[src/rtl/instruction_fetch.sv]
// Instruction fetch stage: drives pcNext for the ProgramCounter, issues
// single-outstanding instruction-memory reads (req/gnt, variable rvalid
// latency), buffers fetched words in a small in-order FIFO and presents
// them to decode with valid/ready. A redirect flushes buffered words and
// discards any response still in flight.
module instruction_fetch #(
  parameter int REG_BITS   = 32,
  parameter int FIFO_DEPTH = 2
) (
  input  logic                clk,
  input  logic                rst,
  input  logic [REG_BITS-1:0] pc,
  output logic [REG_BITS-1:0] pcNext,
  input  logic                redirect,
  input  logic [REG_BITS-1:0] redirectTarget,
  output logic                imemReq,
  output logic [REG_BITS-1:0] imemAddr,
  input  logic                imemGnt,
  input  logic                imemRvalid,
  input  logic [31:0]         imemRdata,
  output logic                instrValid,
  output logic [31:0]         instrData,
  output logic [REG_BITS-1:0] instrPc,
  input  logic                instrReady
);

  localparam int PTR_W = (FIFO_DEPTH > 1) ? $clog2(FIFO_DEPTH) : 1;
  localparam int CNT_W = $clog2(FIFO_DEPTH + 1);
  localparam logic [CNT_W-1:0] DEPTH_C  = CNT_W'(FIFO_DEPTH);
  localparam logic [PTR_W-1:0] LAST_PTR = PTR_W'(FIFO_DEPTH - 1);

  // WAIT: a live request is outstanding. DROP: the outstanding response
  // belongs to a redirected-away path and must be discarded.
  typedef enum logic [1:0] {
    S_IDLE = 2'd0,
    S_REQ  = 2'd1,
    S_WAIT = 2'd2,
    S_DROP = 2'd3
  } state_e;

  state_e              state_q, state_d;
  logic [REG_BITS-1:0] req_pc_q, req_pc_d;
  logic [CNT_W-1:0]    count_q, count_d;
  logic [PTR_W-1:0]    rd_ptr_q, rd_ptr_d;
  logic [PTR_W-1:0]    wr_ptr_q, wr_ptr_d;
  logic [31:0]         data_q [FIFO_DEPTH];
  logic [REG_BITS-1:0] epc_q  [FIFO_DEPTH];

  logic req_s;
  logic push_s;
  logic pop_s;
  logic flush_s;
  logic grant_s;

  // Circular pointer advance that also works for non-power-of-two depths.
  function automatic logic [PTR_W-1:0] ptr_inc(input logic [PTR_W-1:0] p);
    ptr_inc = (p == LAST_PTR) ? '0 : p + PTR_W'(1);
  endfunction

  // Fetch FSM next-state, request generation and response acceptance.
  always_comb begin
    state_d  = state_q;
    req_pc_d = req_pc_q;
    req_s    = 1'b0;
    push_s   = 1'b0;
    case (state_q)
      S_IDLE: begin
        state_d = S_REQ;
      end
      S_REQ: begin
        req_s = (count_q < DEPTH_C) && !redirect;
        if (req_s && imemGnt) begin
          req_pc_d = pc;
          state_d  = S_WAIT;
        end else begin
          state_d = S_REQ;
        end
      end
      S_WAIT: begin
        if (imemRvalid) begin
          push_s  = !redirect;
          state_d = S_REQ;
        end else if (redirect) begin
          state_d = S_DROP;
        end else begin
          state_d = S_WAIT;
        end
      end
      S_DROP: begin
        if (imemRvalid) begin
          state_d = S_REQ;
        end else begin
          state_d = S_DROP;
        end
      end
      default: begin
        state_d = S_IDLE;
      end
    endcase
  end

  assign imemReq    = req_s;
  assign grant_s    = req_s && imemGnt;
  assign flush_s    = redirect;
  assign imemAddr   = {pc[REG_BITS-1:2], 2'b00};
  assign instrValid = (count_q != '0);
  assign instrData  = data_q[rd_ptr_q];
  assign instrPc    = epc_q[rd_ptr_q];
  // A pop during a flush cycle is seen by decode but leaves no trace here.
  assign pop_s      = instrValid && instrReady && !flush_s;

  // Next PC: redirect wins, then sequential advance on a granted fetch, else hold.
  always_comb begin
    if (redirect) begin
      pcNext = redirectTarget;
    end else if (grant_s) begin
      pcNext = pc + REG_BITS'(4);
    end else begin
      pcNext = pc;
    end
  end

  // FIFO occupancy and pointer bookkeeping, flush clears everything.
  always_comb begin
    count_d  = count_q;
    rd_ptr_d = rd_ptr_q;
    wr_ptr_d = wr_ptr_q;
    if (flush_s) begin
      count_d  = '0;
      rd_ptr_d = '0;
      wr_ptr_d = '0;
    end else begin
      count_d = count_q + CNT_W'(push_s) - CNT_W'(pop_s);
      if (push_s) begin
        wr_ptr_d = ptr_inc(wr_ptr_q);
      end else begin
        wr_ptr_d = wr_ptr_q;
      end
      if (pop_s) begin
        rd_ptr_d = ptr_inc(rd_ptr_q);
      end else begin
        rd_ptr_d = rd_ptr_q;
      end
    end
  end

  // Control state registers.
  always_ff @(posedge clk or negedge rst) begin
    if (!rst) begin
      state_q  <= S_IDLE;
      req_pc_q <= '0;
      count_q  <= '0;
      rd_ptr_q <= '0;
      wr_ptr_q <= '0;
    end else begin
      state_q  <= state_d;
      req_pc_q <= req_pc_d;
      count_q  <= count_d;
      rd_ptr_q <= rd_ptr_d;
      wr_ptr_q <= wr_ptr_d;
    end
  end

  // FIFO storage; cleared on reset so the head reads as zero.
  always_ff @(posedge clk or negedge rst) begin
    if (!rst) begin
      for (int i = 0; i < FIFO_DEPTH; i++) begin
        data_q[i] <= 32'd0;
        epc_q[i]  <= '0;
      end
    end else if (push_s) begin
      data_q[wr_ptr_q] <= imemRdata;
      epc_q[wr_ptr_q]  <= req_pc_q;
    end
  end

endmodule

[config.mk]
export PLATFORM = sky130hd
export DESIGN_NAME = instruction_fetch
export DESIGN_NICKNAME = d
export VERILOG_FILES = /design/src/rtl/instruction_fetch.sv
export SDC_FILE = /design/constraint.sdc
export NUM_CORES = 1
export LEC_CHECK = 0
export CORE_UTILIZATION = 26
export CTS_CLUSTER_DIAMETER = 30
export DETAILED_ROUTE_END_ITERATION = 8
export GPL_TIMING_DRIVEN = 0
export MAX_ROUTING_LAYER = met4
export SYNTH_ARGS = -nofsm -noshare
export SYNTH_HDL_FRONTEND = slang
export SYNTH_SLANG_ARGS = --single-unit
export TNS_END_PERCENT = 5
[constraint.sdc]
create_clock -name clk -period 1.74 [get_ports clk]
set_input_delay 0.174 -clock clk [delete_from_list [all_inputs] [get_ports clk]]
set_output_delay 0.174 -clock clk [all_outputs]
set_load 0.02 [all_outputs]
Yosys cells after proc, flatten, opt, wreduce, memory -nomap -nowiden
Index checks and enable logic that the tools add are counted.
W data, S select, Z words.
{"block": "word_totals", "reg_bits": 166, "inputBits": 102, "output_inout_bits": 130, "word_cells": 62}
{"block": "classes", "add_sub_neg": 5, "magnitude_cmp": 4, "eq_ne": 3, "mux": 27, "bitwise": 2, "n_reduce_logical": 12}
{"cell": "$mux W32", "n": 9}
{"cell": "$bwmux W64", "n": 2}
{"cell": "$add A32 B3 Y32 const B", "n": 1}
{"cell": "$demux W32 S1", "n": 1}
{"cell": "$mux W1", "n": 10}
{"cell": "$mux W2", "n": 4}
{"cell": "$pmux W2 S4", "n": 1}
{"cell": "$logic_and A1 B1 Y1", "n": 6}
{"cell": "$reduce_bool A2 Y1", "n": 3}
{"cell": "$eq A2 B2 Y1 const B", "n": 2}
{"cell": "$ge A2 B2 Y1 const B", "n": 2}
{"cell": "$not A1 Y2", "n": 2}
{"cell": "$add A1 B1 Y1 const B", "n": 2}
{"cell": "$add A2 B1 Y2", "n": 1}
{"cell": "$eq A2 B1 Y1 const B", "n": 1}
{"cell": "$logic_not A2 Y1", "n": 1}
{"cell": "$lt A2 B1 Y1 const B", "n": 1}
{"cell": "$lt A2 B2 Y1 const B", "n": 1}
{"cell": "$reduce_and A2 Y1", "n": 1}
{"cell": "$sub A2 B1 Y2", "n": 1}
{"cell": "$logic_not A1 Y1", "n": 1}

Depth between registers and ports, before layout
{"block": "logic_depth", "word_depth": 6, "ltp_mapped": 9, "mapped_depth_nobuf": 9}

Least setup slack after synthesis
Ideal clock, no wire load.
{"block": "synth_path", "path_type": "register -> output", "from": "reg count_q[1]", "to": "out pcNext[3]", "arrival_time_ns": 2.007, "path_slack_ns": -0.441, "path_stages_with_launch": 8, "cell_sequence": "dfrtp_1 > nor4b_4 > buf_4 > nand2_1 > buf_2 > buf_2 > mux2i_1 > o21ai_0"}
{"block": "synth_between", "elab_chain_cells": 6}
{"item": "start: declaration", "line_no": "43", "text": "logic [CNT_W-1:0] count_q, count_d;"}
{"item": "start signal: assignment", "line_no": "158", "text": "count_q <= count_d;"}
{"item": "$lt A2 B2 Y1", "line_no": "71", "text": "req_s = (count_q < DEPTH_C) && !redirect;"}
{"item": "$logic_and A1 B1 Y1", "line_no": "71"}
{"item": "$mux W1", "line_no": "66", "text": "case (state_q)"}
{"item": "via imemReq", "line_no": "16", "text": "output logic imemReq,"}
{"item": "$logic_and A1 B1 Y1", "line_no": "103", "text": "assign grant_s = req_s && imemGnt;"}
{"item": "$mux W32", "line_no": "116", "text": "end else if (grant_s) begin"}
{"item": "$mux W32", "line_no": "114", "text": "if (redirect) begin"}
{"item": "end: declaration", "line_no": "13", "text": "output logic [REG_BITS-1:0] pcNext,"}
The timed path passes the listed nets, and every way through them passes these cells.

Worst setup path in the final report
{"block": "layout_path", "from": "reg count_q[1]", "to": "out pcNext[30]"}
{"block": "layout_between", "elab_chain_cells": 6}
{"item": "$lt A2 B2 Y1", "line_no": "71"}
{"item": "$logic_and A1 B1 Y1", "line_no": "71"}
{"item": "$mux W1", "line_no": "66"}
{"item": "$logic_and A1 B1 Y1", "line_no": "103"}
{"item": "$mux W32", "line_no": "116"}
{"item": "$mux W32", "line_no": "114"}
No other way between the ends.

==> impl_metrics.json <==
{
  "tritoncts": "done",
  "end_kind": "primary output",
  "grt_pass1_wl_um": 37600,
  "antenna_found_initial": 0,
  "regArea_sq_um": 4160,
  "routedWlPerCell_um": 17.7,
  "row_count": 64,
  "drc": 14,
  "grt_util_met3_pct": 3.63,
  "grt_use_met2_pct": 24.5,
  "worstSetupStartpointType": "flip-flop",
  "synth-edff-count": 0,
  "clock_latency_ns": 0.42,
  "worst_path_max_delay_cell": "or4_4",
  "totalWireLength_um": 23400,
  "drt_iter0_markers": 237,
  "hold_violations": 0,
  "max_freq_mhz": 372,
  "portBuffers": 228,
  "power_frac_comb_pct": 30.1,
  "fin_nets": 1016,
  "synth_area_per_cell_sq_um": 12.7,
  "cts.sinks": 166,
  "rsz0062_at_grt": "true",
  "outcome": "finished, violations left",
  "cp-startpoint": "count_q[1]",
  "placed_area_sq_um": 11300,
  "leakagePower_nw": 5.66,
  "fin_skew_ns": 0.0128,
  "worst-path-buf-inv": 4,
  "grt_busiest_layer": "met2",
  "design_area_sq_um": 12300,
  "worst_slack_ns": -0.948,
  "io_pins": 232,
  "drtPass1Iterations": 8,
  "netSwitchingPower_mw": 3.72,
  "path_max_fanout": 6,
  "setup_violations": 242,
  "synth-seq-cells": 166,
  "via_per_inst": 4.66,
  "fillers": 2962,
  "synth_cells": 646,
  "grt_max_degree": 106,
  "post-route-min-period_ns": 2.69,
  "multiInputGateArea_sq_um": 4090,
  "cts-root-buf": "clkbuf_16",
  "max_stage_delay_ns": 0.49,
  "p_seq_share_pct": 39.7,
  "violations": "design-rule violations, negative setup slack",
  "met1_usage_pct": 19.9,
  "grt_usage_pct": 15.4,
  "p_sw_share_pct": 30.2,
  "num_antenna_cells": 0,
  "clkTransAtPathRegs_ns": 0.07,
  "worstPathCellList": "nor4b_4 > buf_4 > buf_4 > nand4_4 > buf_6 > or4_4 > a31oi_4 > buf_6",
  "power_frac_clock_pct": 30.3,
  "cp_top_family": "simple AND/OR/NAND/NOR gates",
  "die_w_um": 180,
  "worstMarginPinSlew_ns": 0.973,
  "vias": 6148,
  "initial_utilization_pct": 26.7,
  "synth_flop_cell": "dfrtp_1",
  "fin_crit_sh_pct": 155,
  "dp_hpwl_um": 16600,
  "cp.arrival_ns": 2.51,
  "antenna_left": 0,
  "seq_area_frac_synth_pct": 50.5,
  "core-area_sq_um": 30800,
  "numCtsBuffers": 17,
  "internal-power_mw": 8.62,
  "critPathRequiredTime_ns": 1.57,
  "synth.distinct_cells": 36,
  "ir_drop_mv": 0.611,
  "cts-htree-levels": 4,
  "syn-cell-area_sq_um": 8230,
  "power.density_nw_per_um2": 1010,
  "relSlewSlack_pct": 35.1,
  "synth_warnings": 0,
  "post_route_cells_drive_above_1_share_pct": 51.0,
  "grt_pass1_vias": 6482,
  "dieArea_sq_um": 32400,
  "die_h_um": 180,
  "worstSetupPathType": "flip-flop to primary output",
  "r2r-start": "state_q[0]",
  "clk_path_buf_depth": 2,
  "gp_congestion": 0.764,
  "grt-ovfl-total": 0,
  "async_flop_share_pct": 100,
  "hp-class": "input pin to flip-flop",
  "slew_violations": 0,
  "areaGrowthSynthToFinish_pct": 49.1,
  "post-place-ws_ns": -1.57,
  "hp-start": "pc[29]",
  "maxCapViolations": 0
}
power by group through the flow:
| stage | combinational [mW] | clock [mW] | sequential, mW |
|---|---|---|---|
| floorplan | 2.05 | 0 | 4.84 |
| detailed placement | 3.74 | 0 | 4.97 |
| global route | 3.97 | 4.04 | 4.99 |
| CTS | 3.57 | 3.87 | 4.90 |
| global placement | 3.72 | 0 | 4.94 |
| finish | 3.71 | 3.73 | 4.89 |
final timing paths:
path	slack, ns	cells past startpoint	end
worst max register to register	-0.17	4	epc_q[30]
min in group asynchronous	0.28	2	data_q[46]
max in group asynchronous	0.55	3	count_q[1]
worst max-delay path	-0.95	8	pcNext[30]
worst min register to register	0.49	1	data_q[48]
worst min-delay path	0.21	2	req_pc_q[29]
cells in the mapped netlist (2+ instances only):
master,number,share of area [%]
buf_4,39,3.6
nand2_1,26,1.2
inv_1,5,0.23
nand4_1,10,0.76
o31ai_1,17,1.6
nor2_1,24,1.1
and4_1,6,0.64
dfrtp_1,166,50
o21ai_0,16,0.97
xor2_1,10,1.1
and3_1,4,0.30
and2_1,2,0.15
clkbuf_1,16,0.73
mux2_2,219,30
mux2_1,4,0.55
or4_1,17,1.6
ha_1,3,0.46
a31oi_1,20,1.5
nand3_1,10,0.61
or3_1,3,0.23
buf_2,14,0.85
cell usage in the layout (no fill, tap or decap), types with 6 or more instances in the layout:
cell / netlist / layout
o21ai_0: 16 / 8
o31ai_1: 17 / 9
dlygate4sd2_1: 0 / 24
or4_4: 0 / 12
nand2_1: 26 / 25
dlymetal6s2s_1: 0 / 7
clkbuf_16: 0 / 23
buf_2: 14 / 41
nor2_1: 24 / 24
o21ai_1: 1 / 7
nand4_1: 10 / 10
buf_6: 0 / 48
mux2_4: 0 / 25
a31oi_4: 0 / 11
xor2_1: 10 / 10
mux2_2: 219 / 194
buf_4: 39 / 64
clkdlybuf4s50_1: 0 / 109
dfrtp_1: 166 / 165
clkbuf_8: 0 / 6
a31oi_2: 0 / 7
nand3_1: 10 / 9
kinds of logic (layout without fill, tap and decap cells):
group,after synthesis,after routing,synth area share (%)
AO/OA/AOI/OAI,57,57,4.44
XOR/XNOR,11,11,1.17
adder cells (fa/ha/maj),3,3,0.456
buffers and inverters,75,352,5.41
flip-flops,166,166,50.5
multiplexers,224,224,30.6
other,1,2,0.0456
AND/OR/NAND/NOR,109,109,7.39
layout make-up:
cell class | count | area share [%]
plain buffers | 68 | 5.16
clock buffers | 20 | 3.80
clock inverters | 12 | 0.948
inverters | 6 | 0.184
multi-input cells | 406 | 33.3
flip-flops and latches | 166 | 33.9
well taps | 396 | 4.04
repair buffers | 246 | 18.7
per-layer routing:
metal  wire, um  share of wire (%)  up-vias
li1           -                  -     2872
met1      10600                 45     3084
met2      11200                 48      181
met3       1420                6.1       11
met4        174               0.74        0
met5          0                  0        -
metrics by stage:
step           utilization, %  hold WS [ns]  TNS (ns)  total power [mW]  instances
3_5_place_dp             36.5         0.145   -215.26              8.71       1272
3_3_place_gp             36.4         0.465  -1314.03              8.66       1271
2_1_floorplan               -        -0.122     -5.21              6.89        647
6_report                 39.8         0.210    -50.45              12.3       1320
4_1_cts                  38.8         0.284    -77.90              12.3       1311
5_1_grt                  39.8         0.213    -76.30              13.0       1320
sequential cells by signal (all words and copies together) (netlist names):
register  count
count_q       2
data_q       64
rd_ptr_q      1
epc_q        64
state_q       2
req_pc_q     32
wr_ptr_q      1
repair_timing:
action	4_1_cts	5_1_grt
endpoints found under the setup margin	279	261
gates cloned	2	0
hold endpoints to repair	61	0
buffers inserted	4	10
resized for setup	510	93
pin swaps	8	13
hold buffers	1	0
(Power assumes the default switching activity.)
